===== src/rtl/edit_mem_buf_free_mgr_if.sv =====
// Handshake bundle for the edit-memory buffer free manager: read-count set
// stream, port release stream, freed-pointer output and error pulses.
interface edit_mem_buf_free_mgr_if #(
    parameter int BPTR_NBITS    = 8,
    parameter int RC_NBITS      = 4,
    parameter int PORT_ID_NBITS = 3
);
    logic                     read_count_valid;
    logic [BPTR_NBITS-1:0]    read_count_buf_ptr;
    logic [RC_NBITS-1:0]      read_count;
    logic [PORT_ID_NBITS-1:0] read_count_port_id;
    logic                     rel_valid;
    logic [BPTR_NBITS-1:0]    rel_buf_ptr;
    logic                     free_valid;
    logic [BPTR_NBITS-1:0]    free_buf_ptr;
    logic                     free_ready;
    logic                     err_rc_ovf;
    logic                     err_rel_ovf;
    logic                     err_underflow;

    modport master (
        output read_count_valid, read_count_buf_ptr, read_count, read_count_port_id,
        output rel_valid, rel_buf_ptr, free_ready,
        input  free_valid, free_buf_ptr, err_rc_ovf, err_rel_ovf, err_underflow
    );

    modport slave (
        input  read_count_valid, read_count_buf_ptr, read_count, read_count_port_id,
        input  rel_valid, rel_buf_ptr, free_ready,
        output free_valid, free_buf_ptr, err_rc_ovf, err_rel_ovf, err_underflow
    );
endinterface


===== src/rtl/edit_mem_buf_free_mgr.sv =====
// Per-buffer outstanding-read counter: SETs load a count, releases decrement it,
// and buffers reaching zero are queued to the free-buffer pool in order.
module edit_mem_buf_free_mgr #(
    parameter int BPTR_NBITS      = 8,
    parameter int RC_NBITS        = 4,
    parameter int IN_DEPTH_NBITS  = 3,
    parameter int OUT_DEPTH_NBITS = 4
) (
    input logic clk,
    input logic rst,
    edit_mem_buf_free_mgr_if.slave bus
);
    localparam int IN_DEPTH  = 1 << IN_DEPTH_NBITS;
    localparam int OUT_DEPTH = 1 << OUT_DEPTH_NBITS;
    localparam int TBL_DEPTH = 1 << BPTR_NBITS;
    localparam int ICW       = IN_DEPTH_NBITS + 1;
    localparam int OCW       = OUT_DEPTH_NBITS + 1;
    localparam int FLW       = OUT_DEPTH_NBITS + 2;

    typedef logic [BPTR_NBITS-1:0] ptr_t;
    typedef logic [RC_NBITS-1:0]   rc_t;

    ptr_t rc_ptr_mem [IN_DEPTH];
    rc_t  rc_cnt_mem [IN_DEPTH];
    ptr_t rel_mem    [IN_DEPTH];
    ptr_t out_mem    [OUT_DEPTH];
    rc_t  tbl        [TBL_DEPTH];

    logic [IN_DEPTH_NBITS-1:0]  rc_wr, rc_rd, rel_wr, rel_rd;
    logic [ICW-1:0]             rc_used, rel_used;
    logic [OUT_DEPTH_NBITS-1:0] out_wr, out_rd, out_rd_nxt;
    logic [OCW-1:0]             out_used, out_used_nxt;
    logic [FLW-1:0]             occupancy;

    logic rc_full, rel_full, rc_push, rel_push, rc_pop, rel_pop;
    logic rr_rel, stall, pick_rel, pop;
    logic s1_valid, s1_is_set, s2_valid, s2_is_set;
    ptr_t s0_ptr, s1_ptr, s2_ptr, head_nxt, free_buf_ptr_q;
    rc_t  s1_cnt, s2_cnt, s1_cur, s2_cur, s2_new, ram_rdata;
    logic s2_under, wr_en, free_push, out_pop;
    logic free_valid_q, err_rc_ovf_q, err_rel_ovf_q, err_underflow_q;

    assign rc_full  = rc_used == ICW'(IN_DEPTH);
    assign rel_full = rel_used == ICW'(IN_DEPTH);
    assign rc_push  = bus.read_count_valid && !rc_full;
    assign rel_push = bus.rel_valid && !rel_full;

    // Ops already popped count against output space so the free FIFO can never overflow.
    assign occupancy = FLW'(out_used) + FLW'(s1_valid) + FLW'(s2_valid);
    assign stall     = occupancy >= FLW'(OUT_DEPTH - 2);
    assign pick_rel  = (rel_used != '0) && (rr_rel || rc_used == '0);
    assign pop       = !stall && (rel_used != '0 || rc_used != '0);
    assign rel_pop   = pop && pick_rel;
    assign rc_pop    = pop && !pick_rel;
    assign s0_ptr    = pick_rel ? rel_mem[rel_rd] : rc_ptr_mem[rc_rd];

    assign s1_cur    = (wr_en && s2_ptr == s1_ptr) ? s2_new : ram_rdata;
    assign s2_under  = s2_valid && !s2_is_set && s2_cur == '0;
    assign s2_new    = s2_is_set ? s2_cnt : s2_cur - RC_NBITS'(1);
    assign wr_en     = s2_valid && !s2_under;
    assign free_push = wr_en && s2_new == '0;
    assign out_pop   = free_valid_q && bus.free_ready;

    always_ff @(posedge clk) begin
        if (rc_push) begin
            rc_ptr_mem[rc_wr] <= bus.read_count_buf_ptr;
            rc_cnt_mem[rc_wr] <= bus.read_count;
        end
        if (rel_push)
            rel_mem[rel_wr] <= bus.rel_buf_ptr;
        if (free_push)
            out_mem[out_wr] <= s2_ptr;
    end

    // Count table: write-first so an op read in the writeback cycle of an older op sees it.
    always_ff @(posedge clk) begin
        if (wr_en)
            tbl[s2_ptr] <= s2_new;
        ram_rdata <= (wr_en && s2_ptr == s0_ptr) ? s2_new : tbl[s0_ptr];
    end

    always_ff @(posedge clk or posedge rst) begin
        if (rst) begin
            rc_wr         <= '0;
            rc_rd         <= '0;
            rc_used       <= '0;
            rel_wr        <= '0;
            rel_rd        <= '0;
            rel_used      <= '0;
            err_rc_ovf_q  <= 1'b0;
            err_rel_ovf_q <= 1'b0;
        end else begin
            if (rc_push)  rc_wr  <= rc_wr + IN_DEPTH_NBITS'(1);
            if (rc_pop)   rc_rd  <= rc_rd + IN_DEPTH_NBITS'(1);
            if (rel_push) rel_wr <= rel_wr + IN_DEPTH_NBITS'(1);
            if (rel_pop)  rel_rd <= rel_rd + IN_DEPTH_NBITS'(1);
            rc_used       <= rc_used + ICW'(rc_push) - ICW'(rc_pop);
            rel_used      <= rel_used + ICW'(rel_push) - ICW'(rel_pop);
            err_rc_ovf_q  <= bus.read_count_valid && rc_full;
            err_rel_ovf_q <= bus.rel_valid && rel_full;
        end
    end

    always_ff @(posedge clk or posedge rst) begin
        if (rst) begin
            rr_rel          <= 1'b1;
            s1_valid        <= 1'b0;
            s1_is_set       <= 1'b0;
            s1_ptr          <= '0;
            s1_cnt          <= '0;
            s2_valid        <= 1'b0;
            s2_is_set       <= 1'b0;
            s2_ptr          <= '0;
            s2_cnt          <= '0;
            s2_cur          <= '0;
            err_underflow_q <= 1'b0;
        end else begin
            if (pop) rr_rel <= !pick_rel;
            s1_valid        <= pop;
            s1_is_set       <= !pick_rel;
            s1_ptr          <= s0_ptr;
            s1_cnt          <= rc_cnt_mem[rc_rd];
            s2_valid        <= s1_valid;
            s2_is_set       <= s1_is_set;
            s2_ptr          <= s1_ptr;
            s2_cnt          <= s1_cnt;
            s2_cur          <= s1_cur;
            err_underflow_q <= s2_under;
        end
    end

    // The head register is refilled from storage, or straight from S2 when the FIFO would otherwise be empty.
    always_comb begin
        out_used_nxt = out_used + OCW'(free_push) - OCW'(out_pop);
        out_rd_nxt   = out_pop ? out_rd + OUT_DEPTH_NBITS'(1) : out_rd;
        head_nxt     = free_buf_ptr_q;
        if (out_used - OCW'(out_pop) == '0) begin
            if (free_push)
                head_nxt = s2_ptr;
        end else begin
            head_nxt = out_mem[out_rd_nxt];
        end
    end

    always_ff @(posedge clk or posedge rst) begin
        if (rst) begin
            out_wr         <= '0;
            out_rd         <= '0;
            out_used       <= '0;
            free_valid_q   <= 1'b0;
            free_buf_ptr_q <= '0;
        end else begin
            if (free_push) out_wr <= out_wr + OUT_DEPTH_NBITS'(1);
            out_rd         <= out_rd_nxt;
            out_used       <= out_used_nxt;
            free_valid_q   <= out_used_nxt != '0;
            free_buf_ptr_q <= head_nxt;
        end
    end

    assign bus.free_valid    = free_valid_q;
    assign bus.free_buf_ptr  = free_buf_ptr_q;
    assign bus.err_rc_ovf    = err_rc_ovf_q;
    assign bus.err_rel_ovf   = err_rel_ovf_q;
    assign bus.err_underflow = err_underflow_q;
endmodule

===== src/flat_wrapper.sv =====
// flat-port wrapper written by rule: the top's interface ports become plain ports
module edit_mem_buf_free_mgr_flat 
#(
    parameter int BPTR_NBITS      = 8,
    parameter int RC_NBITS        = 4,
    parameter int IN_DEPTH_NBITS  = 3,
    parameter int OUT_DEPTH_NBITS = 4
)
  (clk, rst, bus_read_count_valid, bus_read_count_buf_ptr, bus_read_count, bus_read_count_port_id, bus_rel_valid, bus_rel_buf_ptr, bus_free_ready, bus_free_valid, bus_free_buf_ptr, bus_err_rc_ovf, bus_err_rel_ovf, bus_err_underflow);
  edit_mem_buf_free_mgr_if #(.BPTR_NBITS(BPTR_NBITS), .RC_NBITS(RC_NBITS)) bus_i ();
  input logic clk;
  input logic rst;
  input wire logic [$bits(bus_i.read_count_valid)-1:0] bus_read_count_valid;
  input wire logic [$bits(bus_i.read_count_buf_ptr)-1:0] bus_read_count_buf_ptr;
  input wire logic [$bits(bus_i.read_count)-1:0] bus_read_count;
  input wire logic [$bits(bus_i.read_count_port_id)-1:0] bus_read_count_port_id;
  input wire logic [$bits(bus_i.rel_valid)-1:0] bus_rel_valid;
  input wire logic [$bits(bus_i.rel_buf_ptr)-1:0] bus_rel_buf_ptr;
  input wire logic [$bits(bus_i.free_ready)-1:0] bus_free_ready;
  output wire logic [$bits(bus_i.free_valid)-1:0] bus_free_valid;
  output wire logic [$bits(bus_i.free_buf_ptr)-1:0] bus_free_buf_ptr;
  output wire logic [$bits(bus_i.err_rc_ovf)-1:0] bus_err_rc_ovf;
  output wire logic [$bits(bus_i.err_rel_ovf)-1:0] bus_err_rel_ovf;
  output wire logic [$bits(bus_i.err_underflow)-1:0] bus_err_underflow;
  assign bus_i.read_count_valid = bus_read_count_valid;
  assign bus_i.read_count_buf_ptr = bus_read_count_buf_ptr;
  assign bus_i.read_count = bus_read_count;
  assign bus_i.read_count_port_id = bus_read_count_port_id;
  assign bus_i.rel_valid = bus_rel_valid;
  assign bus_i.rel_buf_ptr = bus_rel_buf_ptr;
  assign bus_i.free_ready = bus_free_ready;
  assign bus_free_valid = bus_i.free_valid;
  assign bus_free_buf_ptr = bus_i.free_buf_ptr;
  assign bus_err_rc_ovf = bus_i.err_rc_ovf;
  assign bus_err_rel_ovf = bus_i.err_rel_ovf;
  assign bus_err_underflow = bus_i.err_underflow;
  edit_mem_buf_free_mgr #(.BPTR_NBITS(BPTR_NBITS), .RC_NBITS(RC_NBITS), .IN_DEPTH_NBITS(IN_DEPTH_NBITS), .OUT_DEPTH_NBITS(OUT_DEPTH_NBITS)) u_core (.clk(clk), .rst(rst), .bus(bus_i));
endmodule

===== config.mk =====
export PLATFORM = sky130hd
export DESIGN_NAME = edit_mem_buf_free_mgr_flat
export DESIGN_NICKNAME = d
export VERILOG_FILES = /design/src/rtl/edit_mem_buf_free_mgr_if.sv /design/src/rtl/edit_mem_buf_free_mgr.sv /design/src/flat_wrapper.sv
export SDC_FILE = /design/constraint.sdc
export NUM_CORES = 1
export LEC_CHECK = 0
export BUFFER_PORTS_ARGS = -buffer_cell sky130_fd_sc_hd__buf_2
export CAP_MARGIN = 25
export CORE_ASPECT_RATIO = 1.1
export CORE_MARGIN = 2
export CORE_UTILIZATION = 35
export CTS_CLUSTER_SIZE = 30
export DETAILED_ROUTE_END_ITERATION = 12
export HOLD_SLACK_MARGIN = 0.1
export PLACE_DENSITY = 0.58
export SYNTH_ARGS = -nofsm -noshare
export SYNTH_HDL_FRONTEND = slang
export SYNTH_SLANG_ARGS = --single-unit

===== constraint.sdc =====
create_clock -name clk -period 16.4 [get_ports clk]
set_clock_uncertainty 0.15 [all_clocks]
set_input_delay 1.64 -clock clk [delete_from_list [all_inputs] [get_ports clk]]
set_output_delay 1.64 -clock clk [all_outputs]
set_load 0.03 [all_outputs]

* Word-level counts from Yosys, hierarchy flattened *
Memory sizes are Yosys's and may differ from the RTL's. A register that Yosys moved wholly into a read port is not among the register bits.
Index checks and enable logic that the tools add are counted.

word-level totals
  bits in writable memories = 1312
  memories = 5
  flip-flop bits (word level) = 74

cells by class
  muxes and demuxes = 14
  $lt $le $gt $ge = 1
  reductions and logical operators = 29
  equality and inequality tests = 4
  $add $sub $neg = 16

memories
  memory             depth  bits a word  rd ports  clocked after Yosys merged registers in  wr ports  line                         RTL
  u_core.tbl         256    4            1         1                                        1         edit_mem_buf_free_mgr.sv:27  rc_t tbl [TBL_DEPTH];
  u_core.out_mem     16     8            1         0                                        1         edit_mem_buf_free_mgr.sv:26  ptr_t out_mem [OUT_DEPTH];
  u_core.rc_ptr_mem  8      8            1         0                                        1         edit_mem_buf_free_mgr.sv:23  ptr_t rc_ptr_mem [IN_DEPTH];
  u_core.rel_mem     8      8            1         0                                        1         edit_mem_buf_free_mgr.sv:25  ptr_t rel_mem [IN_DEPTH];
  u_core.rc_cnt_mem  8      4            1         1                                        1         edit_mem_buf_free_mgr.sv:24  rc_t rc_cnt_mem [IN_DEPTH];

operators with widths
  operator             number
  $mux 8               3
  $logic_and 1x1->1    14
  $add 3x1->3 const B  4
  $logic_not 4->1      3
  $mux 4               3
  $sub 5x1->5          2
  $add 4x1->4          2
  $add 4x1->4 const B  2
  $eq 4x4->1 const B   2
  $eq 8x8->1           1
  $mux 1               8
  $reduce_bool 4->1    2
  $sub 4x1->4          2
  $add 5x1->6          1
  $add 6x1->6          1
  $ge 6x4->1 const B   1
  $logic_not 1->1      6
  $add 5x1->5          1
  $logic_not 5->1      1
  $reduce_bool 5->1    1
  $sub 4x1->4 const B  1
  $logic_or 1x1->1     2
  $ne 2x1->1 const B   1

* Depth between registers and ports, before layout *
  depth in word-level cells = 9
  mapped depth = 19
  depth with buffers taken out = 16

* Worst setup path before layout *
No wires, ideal clock.

  kind = flip-flop to flip-flop
  start = register u_core.s2_cur[0]
  end = register u_core.free_valid_q (netlist: u_core.bus.free_valid)
  path slack = 2908 ps
  arrival = 13196 ps
  period minus slack after synthesis = 13492 ps
  data required time = 16104 ps
  library setup time = 146 ps
  stages on the path, launching flop included = 19
  cells stage by stage = dfrtp_1 inv_1 ha_1 xnor2_1 o21ai_0 nor2_1 nor4b_2 buf_4 buf_4 ha_1 inv_1 fa_1 nor2_1 nor2_1 nor2_1 nor2_1 xor2_1 nor2_1 or4b_2

on the way
  elaborated cells on any way between the ends = 11

RTL lines
  what                        line                          RTL
  start: declaration          edit_mem_buf_free_mgr.sv:39   rc_t s1_cnt, s2_cnt, s1_cur, s2_cur, s2_new, ram_rdata;
  start signal: assignment    edit_mem_buf_free_mgr.sv:127  s2_cur <= s1_cur;
  $sub 4x1->4                 edit_mem_buf_free_mgr.sv:59   assign s2_new = s2_is_set ? s2_cnt : s2_cur - RC_NBITS'(1);
  $mux 4                      edit_mem_buf_free_mgr.sv:59
  net u_core.s2_new[2]        edit_mem_buf_free_mgr.sv:39
  $logic_not 4->1             edit_mem_buf_free_mgr.sv:61   assign free_push = wr_en && s2_new == '0;
  $logic_and 1x1->1           edit_mem_buf_free_mgr.sv:61
  net u_core.free_push        edit_mem_buf_free_mgr.sv:40   logic s2_under, wr_en, free_push, out_pop;
  $add 5x1->5                 edit_mem_buf_free_mgr.sv:134  out_used_nxt = out_used + OCW'(free_push) - OCW'(out_pop);
  $sub 5x1->5                 edit_mem_buf_free_mgr.sv:134
  net u_core.out_used_nxt[4]  edit_mem_buf_free_mgr.sv:32   logic [OCW-1:0] out_used, out_used_nxt;
  $reduce_bool 5->1           edit_mem_buf_free_mgr.sv:156  free_valid_q <= out_used_nxt != '0;
  end signal: assignment      edit_mem_buf_free_mgr.sv:150  free_valid_q <= 1'b0;
  end signal: assignment      edit_mem_buf_free_mgr.sv:156
  end: declaration            edit_mem_buf_free_mgr.sv:41   logic free_valid_q, err_rc_ovf_q, err_rel_ovf_q, err_underflow_q;

The timed path passes the listed nets, and every way through them passes these cells.
A chain may end at the register's enable or synchronous reset.

==> results.cfg <==
[timing]
setup_tns_ns = 0
min_period_over_period_pct = 32.6
setup_violations = 0
fmax_ghz = 0.187
fin_crit_ns = 5.35
relSlewSlack_pct = 30.2
finalHoldViolCount = 0
worstMarginPinSlew_ns = 1.05
slew_violations = 0
grt_setup_unrepaired = no

[power]
p_total_uw = 12300
power_switching_uw = 4100
ir_worst_vdd_mv = 0.178
pwr-share-comb_pct = 31.2
p_int_uw = 8180
p_clk_share_pct = 26.3
p_leak_uw = 0.0201
p_seq_share_pct = 42.4
powerDensity_nw_per_um2 = 195
power_switching_share_pct = 33.4

[synth]
syn_nets = 2984
synth_area_sq_um = 55600
ys_ff_latch = 1398
synthMuxAreaShare_pct = 14.4
syn_avg_cell_area_sq_um = 19.1
synthSimpleGateAreaFrac_pct = 4.65
synthFlopType = edfxtp_1
async_flop_share_pct = 5.58
yosysSeqAreaShare_pct = 74.6
yosys_warnings = 0
synth_edf_count = 1312
syn_inst = 2917
synth_top_family_by_area = multiplexers
synth-compound-area-share_pct = 2.71
synth_xor_area_share_pct = 0.565
synthAdderAreaFrac_pct = 0.931
synth_cell_types = 75

[routing]
drt_wl_total_microns = 125000
drtIter0Drc = 2420
route.antenna.remaining_nets = 0
vias = 26889
drc = 0
viasPerCell = 5.17
drt_first_pass_iters = 5
routedWlPerCell_microns = 24.1

[layout]
areaGrowthSynthToFinish_pct = 13.0
finalNonFillerCells = 5206
finalNetCount = 3067
drive_above_1_share_pct = 20.8
postLayoutCoreUtil_pct = 39.8

[grt]
grt_pass1_wl_microns = 186000
grt_overflow_total = 0
grt_usage_pct = 15.5
grt_pass1_vias = 27873
antenna_found_initial = 7
grt_max_degree = 158

[clock_tree]
cts.reportedPaths.clkPinSlew_ns = 0.06
tritoncts = built
clock-sinks = 1398
cts-root-buf = clkbuf_16
htree_num_levels = 4
ctsResizeCount = 0
postCtsSetupBuffers = 0
ctsHoldBuffers = 0
cts-buffers-inserted = 138
clk_latency_ns = 0.76
clock_path_buffers = 3

[die]
coreArea_sq_um = 158000
die_y_microns = 422
fp.dieW_microns = 384
start_util_pct = 35.2
num_rows = 153
io_pins = 40
die_area_sq_um = 162000

[placement]
post-place-cells = 4948
port_buffers = 36
gp_congestion = 0.767
dpl.hpwl_microns = 74300

[run]
drv_cap = 0

[setup_path]
setup.worst_path.class = reg2reg
ff2ff_setup_slack_ns = 11.05
cp_max_fo = 86
crit_arrival_ns = 5.82
end_kind = flop
critPathLaunchType = flop
critPathRequiredTime_ns = 16.87

[run_status]
outcome = finished, final reports clean

[worst_hold_path]
hold_class = reg2reg
==> stage by stage <==
| stage | setup slack (ns) | cell area (sq um) | hold WS [ns] |
|---|---|---|---|
| global route | 10.76 | 62800 | 0.204 |
| finish | 11.05 | 62800 | 0.198 |
| CTS | 10.91 | 62700 | 0.199 |
| floorplan | 2.91 | 55600 | 0.181 |
| global placement | 10.90 | 58100 | 0.185 |
| detailed placement | 10.91 | 58100 | 0.185 |
==> power groups by stage <==
stage	logic, uW	registers [uW]	clock network [uW]
finish	3830	5210	3230
global route	4160	5240	3440
CTS	3860	5230	3300
detailed placement	3860	5310	0
global placement	3810	5300	0
floorplan	2600	5390	0
==> kinds of logic (layout without fill, tap and decap cells) <==
logic type               Yosys count  in the layout
AO/OA/AOI/OAI                    220            220
XOR/XNOR                          35             35
adder cells (fa/ha/maj)           39             39
buffers and inverters            203            399
flip-flops                      1398           1398
multiplexers                     460            460
other                              0              1
AND/OR/NAND/NOR                  562            562
==> cell usage after synthesis, types with 29 or more instances <==
| cell type | n | area [sq um] |
|---|---|---|
| mux4_2 | 271 | 6100 |
| a21oi_1 | 29 | 145 |
| edfxtp_1 | 1312 | 39400 |
| nand3_1 | 43 | 215 |
| inv_1 | 38 | 143 |
| o21ai_0 | 37 | 185 |
| mux2i_1 | 160 | 1600 |
| ha_1 | 35 | 438 |
| buf_2 | 34 | 170 |
| clkbuf_1 | 66 | 248 |
| nand2_1 | 85 | 319 |
| a221oi_1 | 40 | 350 |
| dfrtp_1 | 77 | 1930 |
| nor2_1 | 306 | 1150 |
==> registers in the layout (all words and copies together) (netlist names), 3 cells and up, named ones only <==
signal,count
u_core.s2_ptr,8
u_core.out_mem,128
u_core.rc_cnt_mem,32
u_core.rel_rd,3
u_core.rel_mem,64
u_core.rc_wr,3
u_core.rc_used,4
u_core.rc_rd,3
u_core.tbl,1024
u_core.out_wr,4
u_core.out_used,5
u_core.s2_cur,4
u_core.out_rd,4
u_core.bus.free_buf_ptr,8
u_core.s1_cnt,4
u_core.s2_cnt,4
u_core.rc_ptr_mem,64
u_core.rel_wr,3
u_core.rel_used,4
u_core.s1_ptr,8
==> critical path, cell delays in order (launching register included) <==
cell and delay, ns:
dfxtp_4 0.73, buf_4 0.66, buf_12 0.53, buf_4 0.68
mux4_2 0.59, o21ai_0 0.47, a41oi_1 0.38, a21oi_1 0.45
and4_1 0.26, a21oi_1 0.09
==> layout by cell type (no fill, tap or decap), drive strengths merged, types with 5 or more instances in the layout <==
master,count
a211oi,11
a21boi,9
a21oi,29
a221oi,40
a22oi,25
a31oi,9
and2,13
and3,5
buf,104
bufinv,16
clkbuf,172
clkinv,54
clkinvlp,5
dfrtp,77
dfxtp,8
edfxtp,1312
ha,35
inv,48
mux2,29
mux2i,160
mux4,271
nand2,85
nand2b,16
nand3,43
nand4,22
nor2,307
nor2b,17
nor3,21
nor3b,5
o21ai,56
o221ai,6
o22ai,9
xnor2,22
xor2,13
==> cell type report <==
| class | instances | area, sq um |
|---|---|---|
| Antenna cell | 1 | 2.50 |
| Clock buffer | 172 | 3810 |
| Clock inverter | 81 | 843 |
| Fill cell | 13988 | 95100 |
| Inverter | 42 | 164 |
| Multi-Input combinational cell | 1316 | 13100 |
| Sequential cell | 1398 | 41500 |
| Tap cell | 2092 | 2620 |
| Timing Repair Buffer | 104 | 816 |
==> metal layers <==
| metal | track usage (%) | share of wire [%] | vias to the layer above |
|---|---|---|---|
| li1 | - | - | 11852 |
| met1 | 20.4 | 41 | 14140 |
| met2 | 26.1 | 51 | 715 |
| met3 | 2.78 | 5.4 | 178 |
| met4 | 4.72 | 2.5 | 4 |
| met5 | 0 | 0.020 | - |
==> path summary, 6_finish.rpt <==
path                                                     end                  startpoint  depth (start not counted)
max in group asynchronous          u_core.rr_rel$_DFFE_PP1P_                         rst                          4
min in group asynchronous       u_core.out_used[0]$_DFF_PP0_                         rst                          3
worst max-delay path              u_core.s2_cur[2]$_DFF_PP0_                        flop                          9
worst min-delay path              u_core.s2_is_set$_DFF_PP0_  u_core.s1_is_set$_DFF_PP0_                          0
worst min register to register    u_core.s2_is_set$_DFF_PP0_  u_core.s1_is_set$_DFF_PP0_                          0
worst max register to register    u_core.s2_cur[2]$_DFF_PP0_                        flop                          9
Note: power is estimated with default switching activity, not from simulation.
